File: config.mk
export PLATFORM = sky130hd
export DESIGN_NAME = dft_index_sequencer
export DESIGN_NICKNAME = d
export VERILOG_FILES = /design/src/rtl/dft_index_sequencer.sv
export SDC_FILE = /design/constraint.sdc
export NUM_CORES = 1
export LEC_CHECK = 0
export CAP_MARGIN = 20
export CORE_MARGIN = 1
export CORE_UTILIZATION = 30
export DETAILED_ROUTE_END_ITERATION = 10
export PLACE_DENSITY_LB_ADDON = 0.15
export SKIP_CTS_REPAIR_TIMING = 1
export SLEW_MARGIN = 10
export SYNTH_ARGS = -nofsm -noshare
export SYNTH_HDL_FRONTEND = slang
export SYNTH_SLANG_ARGS = --single-unit
File: constraint.sdc
create_clock -name clk -period 4.3 [get_ports clk]
set_clock_uncertainty 0.1 [all_clocks]
set_input_delay 1.29 -clock clk [delete_from_list [all_inputs] [get_ports clk]]
set_output_delay 1.29 -clock clk [all_outputs]
set_load 0.1 [all_outputs]
File: src/rtl/dft_index_sequencer.sv
// rtl/dft_index_sequencer.sv - direct-DFT address/strobe sequencer (n over 0..N-1 per bin k)
// Optional build macro DFT_SEQ_HALF_SPECTRUM_EN: compute bins 0..floor(N/2) only.
module dft_index_sequencer #(
  parameter int ADDR_W   = 12,
  parameter int PIPE_LAT = 3
) (
  input  logic              clk,
  input  logic              nrst,
  input  logic              ce,
  input  logic              start,
  input  logic [ADDR_W-1:0] sample_num,
  output logic              busy,
  output logic [ADDR_W-1:0] n_addr,
  output logic [ADDR_W-1:0] tw_addr,
  output logic              issue_valid,
  output logic              acc_clear,
  output logic              acc_en,
  output logic              acc_dump,
  output logic [ADDR_W-1:0] res_addr,
  output logic              done,
  output logic              cfg_err
);

  localparam int CW = 4;

  typedef enum logic [1:0] {S_IDLE, S_RUN, S_DRAIN} state_t;

  state_t              r_state;
  logic [ADDR_W-1:0]   r_len;
  logic [ADDR_W-1:0]   r_n;
  logic [ADDR_W-1:0]   r_k;
  logic [ADDR_W-1:0]   r_tw;
  logic                r_issue_valid;
  logic [CW-1:0]       r_drain_cnt;
  logic                r_done;
  logic                r_cfg_err;
  logic [PIPE_LAT-1:0] r_pv;
  logic [PIPE_LAT-1:0] r_pf;
  logic [PIPE_LAT-1:0] r_pl;
  logic [ADDR_W-1:0]   r_pk [PIPE_LAT];

  logic [ADDR_W-1:0]   w_len_m1;
  logic [ADDR_W-1:0]   w_k_last;
  logic [ADDR_W:0]     w_tw_sum;
  logic                w_tw_ge;
  logic [ADDR_W-1:0]   w_tw_next;
  logic                w_first_n;
  logic                w_last_n;
  logic                w_start_ok;

  assign w_len_m1 = r_len - 1'b1;
`ifdef DFT_SEQ_HALF_SPECTRUM_EN
  assign w_k_last = r_len >> 1;
`else
  assign w_k_last = w_len_m1;
`endif

  // (n*k) mod N built incrementally: tw<N and k<N, so one conditional subtract wraps it
  assign w_tw_sum   = {1'b0, r_tw} + {1'b0, r_k};
  assign w_tw_ge    = (w_tw_sum >= {1'b0, r_len});
  assign w_tw_next  = ADDR_W'(w_tw_ge ? (w_tw_sum - {1'b0, r_len}) : w_tw_sum);
  assign w_first_n  = (r_n == '0);
  assign w_last_n   = (r_n == w_len_m1);
  assign w_start_ok = (sample_num >= ADDR_W'(2));

  always_ff @(posedge clk) begin
    if (!nrst) begin
      r_state       <= S_IDLE;
      r_len         <= '0;
      r_n           <= '0;
      r_k           <= '0;
      r_tw          <= '0;
      r_issue_valid <= 1'b0;
      r_drain_cnt   <= '0;
      r_done        <= 1'b0;
      r_cfg_err     <= 1'b0;
      r_pv          <= '0;
      r_pf          <= '0;
      r_pl          <= '0;
      for (int i = 0; i < PIPE_LAT; i++) r_pk[i] <= '0;
    end else begin
      r_done    <= 1'b0;
      r_cfg_err <= 1'b0;
      if (ce) begin
        // issue tags ride alongside the datapath so strobes meet their operands
        r_pv[0] <= r_issue_valid;
        r_pf[0] <= r_issue_valid & w_first_n;
        r_pl[0] <= r_issue_valid & w_last_n;
        r_pk[0] <= r_k;
        for (int i = 1; i < PIPE_LAT; i++) begin
          r_pv[i] <= r_pv[i-1];
          r_pf[i] <= r_pf[i-1];
          r_pl[i] <= r_pl[i-1];
          r_pk[i] <= r_pk[i-1];
        end
        case (r_state)
          S_IDLE: begin
            if (start) begin
              if (w_start_ok) begin
                r_state       <= S_RUN;
                r_len         <= sample_num;
                r_n           <= '0;
                r_k           <= '0;
                r_tw          <= '0;
                r_issue_valid <= 1'b1;
              end else begin
                r_cfg_err <= 1'b1;
              end
            end
          end
          S_RUN: begin
            if (w_last_n) begin
              r_n  <= '0;
              r_tw <= '0;
              if (r_k == w_k_last) begin
                r_state       <= S_DRAIN;
                r_issue_valid <= 1'b0;
                r_k           <= '0;
                r_drain_cnt   <= '0;
              end else begin
                r_k <= r_k + 1'b1;
              end
            end else begin
              r_n  <= r_n + 1'b1;
              r_tw <= w_tw_next;
            end
          end
          S_DRAIN: begin
            if (r_drain_cnt == CW'(PIPE_LAT - 1)) begin
              r_state <= S_IDLE;
              r_done  <= 1'b1;
            end else begin
              r_drain_cnt <= r_drain_cnt + 1'b1;
            end
          end
          default: r_state <= S_IDLE;
        endcase
      end
    end
  end

  assign busy        = (r_state != S_IDLE);
  assign n_addr      = r_n;
  assign tw_addr     = r_tw;
  assign issue_valid = r_issue_valid;
  assign acc_en      = r_pv[PIPE_LAT-1];
  assign acc_clear   = r_pf[PIPE_LAT-1];
  assign acc_dump    = r_pl[PIPE_LAT-1];
  assign res_addr    = r_pk[PIPE_LAT-1];
  assign done        = r_done;
  assign cfg_err     = r_cfg_err;

endmodule

==> flow_metrics.env, run 1 <==
export IMPL_synth_xor_area_share=0.101
export IMPL_status="completed"
export IMPL_die_height_um=144
export IMPL_wl_per_cell_um=16.4
export IMPL_drt_pass1_iter_count=4
export IMPL_portBuffers=58
export IMPL_netlist_area_leader_share=0.219
export IMPL_finalNetCount=740
export IMPL_hold_class="reg -> reg"
export IMPL_yosysMostFrequentCell="dfxtp_1"
export IMPL_cp_start_kind="register"
export IMPL_hpwl_um=11400
export IMPL_ir_drop_mv=0.190
export IMPL_setup_viol=0
export IMPL_multiInputGateArea_um2=3330
export IMPL_numPlacedInstances=945
export IMPL_critPathRequiredTime_ns=4.45
export IMPL_r2r_slack_ns=0.1
export IMPL_viasPerCell=5.01
export IMPL_max_freq_mhz=238
export IMPL_cts_tree="done"
export IMPL_num_antenna_cells=0
export IMPL_first_iter_violations=302
export IMPL_fin_crit_ns=4.20
export IMPL_num_fill_cells=1999
export IMPL_layout_cells_non_filler=962
export IMPL_fp_dieW_um=144
export IMPL_max_slew_worst_pin_slew_ns=0.982
export IMPL_cts_buffer_depth=2
export IMPL_synth_compound_area_frac=0.130
export IMPL_cp_arrival_ns=4.35
export IMPL_synthAdderAreaFrac=0.0687
export IMPL_numCtsBuffers=9
export IMPL_cts_sinks=102
export IMPL_stdcell_area_um2=7220
export IMPL_hold_violations=0
export IMPL_ys_seq_elements=102
export IMPL_synth_enable_flop_cells=36
export IMPL_insertion_delay_ns=0.36
export IMPL_powerDensity_nw_per_um2=356
export IMPL_gp_congestion=0.868
export IMPL_yosysWarnings=0
export IMPL_ys_top_cells_by_count="dfxtp_1, nand2_1, nor2_1, and3_1, edfxtp_1"
export IMPL_synthSimpleGateAreaFrac=0.201
export IMPL_finalCritPeriodShare=0.977
export IMPL_cap_violations=0
export IMPL_regArea_um2=2410
export IMPL_grt_pass1_vias=4542
export IMPL_worstSetupPathType="reg -> reg"
export IMPL_syn_area_um2=6040
export IMPL_place_area_um2=6870
export IMPL_drc=0
export IMPL_hold_slack_ns=0.346
export IMPL_critPathMaxFanout=7
export IMPL_initial_utilization=0.308
export IMPL_clkTransAtPathRegs_ns=0.08
export IMPL_synthArstFlopShare=0
export IMPL_overflow=0
export IMPL_synth_area_per_cell_um2=9.34
export IMPL_ys_flop_type="dfxtp_1"
export IMPL_fp_dieArea_um2=20700
export IMPL_core_rowCount=51
export IMPL_postSynthCellCount=647
export IMPL_slew_headroom=0.343
export IMPL_io_pin_count=59
export IMPL_critPathCaptureType="register"
export IMPL_routed_wl_um=15800
export IMPL_area_growth_pct=19.4
export IMPL_synth_area_top_cells="dfxtp_1, edfxtp_1, ha_1"
export IMPL_muxShareOfSynthArea=0.0437
export IMPL_drive_gt1_frac=0.110
export IMPL_finalSetupTns_ns=0
export IMPL_synth_nets=695
export IMPL_htree_levels=3
export IMPL_final_max_slew_viol_count=0
export IMPL_ant_nets=0
export IMPL_grt_total_usage=0.156
export IMPL_synth_top_family_by_area="simple AND/OR/NAND/NOR gates"
export IMPL_cts_root_buf="clkbuf_16"
export IMPL_synth_area_leader_cell="dfxtp_1"
export IMPL_ys_seq_area_frac=0.398
export IMPL_antenna_found_initial=0
export IMPL_ys_types=64
export IMPL_grt_max_degree=51
export IMPL_vias=4824
export IMPL_fp_coreArea_um2=19600
export IMPL_grt_pass1_wl_um=24600
export IMPL_power_leakage_uw=0.00295
-- cell usage in the layout, fill, tap and decap left out, types with 17 or more instances in the layout --
cell type,Yosys,routed
nor3_1,17,17
dfxtp_1,66,59
buf_4,13,30
a21oi_1,30,29
xnor2_1,27,27
mux2i_1,23,23
nand2_1,60,60
ha_1,30,29
xor2_1,27,27
nor2_1,47,46
and3_1,46,46
o21ai_0,27,26
clkdlybuf4s50_1,0,50
inv_1,28,28
edfxtp_1,36,36
-- cell families after synthesis --
kind of cell	Yosys count
AND/OR/NAND/NOR	236
AO/OA/AOI/OAI	114
adder cells (fa/ha/maj)	32
multiplexers	26
flip-flops	102
buffers and inverters	77
XOR/XNOR	60
-- flip-flops by register name (all words and copies together), names as in the netlist, 2 cells and up --
| register | count |
|---|---|
| r_pk | 36 |
| n_addr | 12 |
| r_k | 12 |
| r_len | 12 |
| tw_addr | 12 |
| r_drain_cnt | 4 |
| r_pf | 3 |
| r_pl | 3 |
| r_pv | 3 |
| r_state | 2 |
-- metrics by stage --
stage,total power (uW),setup slack (ns),util
after floorplan,1600,0.0513,-
after global placement,1740,0.0653,0.351
after detailed placement,1740,0.0249,0.351
after CTS,2560,-0.00851,0.365
after global routing,2690,-0.0531,0.368
final,2570,0.0977,0.368
-- per-layer routing --
metal  wire length (um)  global-route usage
met5                  0                   0
met4                295              0.0487
met3                660              0.0360
met2               7440               0.257
met1               7370               0.201
-- power breakdown --
group | total, uW | internal [uW] | switching (uW) | leakage (uW)
Clock | 817 | 406 | 410 | 0.000134
Combinational | 687 | 266 | 420 | 0.00188
Sequential | 1070 | 1030 | 32.4 | 0.000936
-- worst paths after layout --
kind	depth (start not counted)	start	to
setup / recovery	17	r_k[3]	tw_addr[1]
hold / removal	2	r_pl[0]	r_pl[0]
setup reg to reg	17	r_k[3]	tw_addr[1]
hold reg to reg	2	r_pl[0]	r_pl[0]
-- layout make-up --
cell class                 instances  share of cell area
inverter                          30              0.0156
tap                              265              0.0459
clock inverter                     7             0.00902
clock buffer                       9              0.0312
timing repair buffer              81               0.102
multi-input combinational        468               0.462
sequential                       102               0.334
-- critical path, stage by stage, from the launching register on --
cell and delay [ns]:
dfxtp_1 0.53, ha_1 0.33, o21ai_0 0.09, o21bai_1 0.12, a31o_2 0.29, a2111oi_1 0.39
o21bai_1 0.14, xnor2_1 0.22, ha_1 0.31, nand4_1 0.10, nor3_1 0.05, a2111oi_0 0.36
o31ai_1 0.13, a31o_2 0.27, nor2_4 0.14, buf_6 0.16, mux2i_1 0.08, a32o_1 0.26
(Power assumes the default switching activity.)
==> run 2: changes to the inputs <==
--- a/config.mk
+++ b/config.mk
@@ -10,6 +10,7 @@
 export CORE_UTILIZATION = 30
 export DETAILED_ROUTE_END_ITERATION = 10
 export PLACE_DENSITY_LB_ADDON = 0.15
+export SETUP_SLACK_MARGIN = 0.5
 export SKIP_CTS_REPAIR_TIMING = 1
 export SLEW_MARGIN = 10
 export SYNTH_ARGS = -nofsm -noshare
==> run 2 against run 1 <==
Cell area up 2.1%. Clock-buffer cell count rose by 2. Core utilization rose by 0.79 points. Non-clock buffer count up 6. First-iteration DRC count is 12% higher. Combinational power grew 2%. Fmax rose by 7.0%. Setup slack improved by 0.27 ns. Register-to-register slack better by 0.27 ns. Critical endpoint unchanged.
==> flow_metrics.env, run 2 (synthesis gave the netlist of run 1 again) <==
export IMPL_largest_reg_flops=36
export IMPL_power_uw=2620
export IMPL_slew_headroom=0.321
export IMPL_final_core_util=0.376
export IMPL_rsz0062_at_grt="yes"
export IMPL_vias=4817
export IMPL_routed_wl_um=15900
export IMPL_area_growth_pct=22.0
export IMPL_hold_class="reg -> reg"
export IMPL_critPathRequiredTime_ns=4.49
export IMPL_grt_max_degree=51
export IMPL_grt_pass1_wl_um=24700
export IMPL_ant_nets=0
export IMPL_core_rowCount=51
export IMPL_viasPerCell=4.97
export IMPL_power_leakage_uw=0.00301
export IMPL_cp_arrival_ns=4.12
export IMPL_io_pin_count=59
export IMPL_fin_crit_ns=3.93
export IMPL_layout_common_cells="nand2_1, dfxtp_1, clkdlybuf4s50_1, and3_1, nor2_1"
export IMPL_powerDensity_nw_per_um2=356
export IMPL_max_flop_register="r_pk"
export IMPL_hpwl_um=11600
export IMPL_wl_per_cell_um=16.4
export IMPL_ir_drop_mv=0.210
export IMPL_grt_pass1_vias=4536
export IMPL_fp_dieW_um=144
export IMPL_hold_violations=0
export IMPL_antenna_found_initial=0
export IMPL_portBuffers=58
export IMPL_cp_start_kind="register"
export IMPL_max_slew_worst_pin_slew_ns=1.02
export IMPL_clkTransAtPathRegs_ns=0.07
export IMPL_cts_sinks=102
export IMPL_fp_coreArea_um2=19600
export IMPL_critPathMaxFanout=11
export IMPL_cap_violations=0
export IMPL_gp_congestion=0.872
export IMPL_setup_viol=0
export IMPL_final_max_slew_viol_count=0
export IMPL_numCtsBuffers=9
export IMPL_drt_pass1_iter_count=5
export IMPL_status="completed"
export IMPL_cts_root_buf="clkbuf_16"
export IMPL_max_freq_mhz=255
export IMPL_htree_levels=3
export IMPL_drc=0
export IMPL_worstSetupPathType="reg -> reg"
export IMPL_cts_tree="done"
export IMPL_insertion_delay_ns=0.35
export IMPL_finalCritPeriodShare=0.913
export IMPL_finalSetupTns_ns=0
export IMPL_hold_slack_ns=0.345
export IMPL_num_fill_cells=1995
export IMPL_finalNetCount=746
export IMPL_layout_commonest_cell="nand2_1"
export IMPL_fp_dieArea_um2=20700
export IMPL_grt_total_usage=0.157
export IMPL_overflow=0
export IMPL_die_height_um=144
export IMPL_cts_buffer_depth=2
export IMPL_initial_utilization=0.308
export IMPL_first_iter_violations=339
export IMPL_drive_gt1_frac=0.129
export IMPL_critPathCaptureType="register"
## run 2: final timing paths
kind / from / to / slack [ns] / cells after the start
worst max-delay path: tw_addr[1] / tw_addr[1] / 0.37 / 17
worst min-delay path: r_pl[0] / r_pl[0] / 0.35 / 2
worst max register to register: tw_addr[1] / tw_addr[1] / 0.37 / 17
worst min register to register: r_pl[0] / r_pl[0] / 0.35 / 2
## run 2: area by class of cell
| cell class | count | area, um^2 | share of cell area |
|---|---|---|---|
| multi-input cells | 468 | 3390 | 0.460 |
| flip-flops and latches | 102 | 2430 | 0.329 |
| repair buffers | 87 | 798 | 0.108 |
| clock buffers | 11 | 243 | 0.0329 |
| well taps | 265 | 332 | 0.0450 |
| clock inverters | 5 | 63.8 | 0.00866 |
| inverters | 30 | 113 | 0.0153 |
| diodes | 1 | 2.50 | 0.000340 |
## run 2: where the power goes
part	leakage, uW	switching, uW	internal, uW
Clock	0.000147	383	473
Combinational	0.00192	425	276
Sequential	0.000939	31.3	1030
## run 2: worst max-delay path, stage by stage (launching register included)
cell and delay, ns:
dfxtp_4 0.37, ha_4 0.24, a211oi_1 0.29, o21bai_1 0.15
a31o_2 0.30, a2111oi_2 0.31, o21bai_1 0.12, xnor2_1 0.21
ha_1 0.31, nand4_1 0.11, nor3_1 0.06, a2111oi_2 0.24
o31ai_1 0.12, a31o_2 0.27, nor2_4 0.11, buf_12 0.15
mux2i_1 0.22, a32o_1 0.17
## run 2: stage by stage
step / std cells / worst slack [ns] / area, um^2
2_1_floorplan: 647 / 0.355 / 6120
4_1_cts: 962 / 0.0630 / 7270
3_5_place_dp: 946 / 0.149 / 6960
5_1_grt: 968 / 0.129 / 7370
3_3_place_gp: 946 / 0.214 / 6960
6_report: 969 / 0.372 / 7370
## run 2: metal layers
layer  global-route usage  up-vias  part of all wire  wire [um]
li1                     -     2415                 -          -
met1                0.206     2293              0.48       7590
met2                0.261       91              0.48       7570
met3               0.0290       18             0.029        462
met4               0.0448        0             0.014        229
met5                    0        -                 0          0
==> run 3: changes to the inputs <==
--- a/config.mk
+++ b/config.mk
@@ -12,6 +12,7 @@
 export PLACE_DENSITY_LB_ADDON = 0.15
 export SETUP_SLACK_MARGIN = 0.5
 export SKIP_CTS_REPAIR_TIMING = 1
+export SKIP_LAST_GASP = 1
 export SLEW_MARGIN = 10
 export SYNTH_ARGS = -nofsm -noshare
 export SYNTH_HDL_FRONTEND = slang
==> results of run 3 <==
Same layout as run 2: the final DEF is identical, and so are final timing and power.
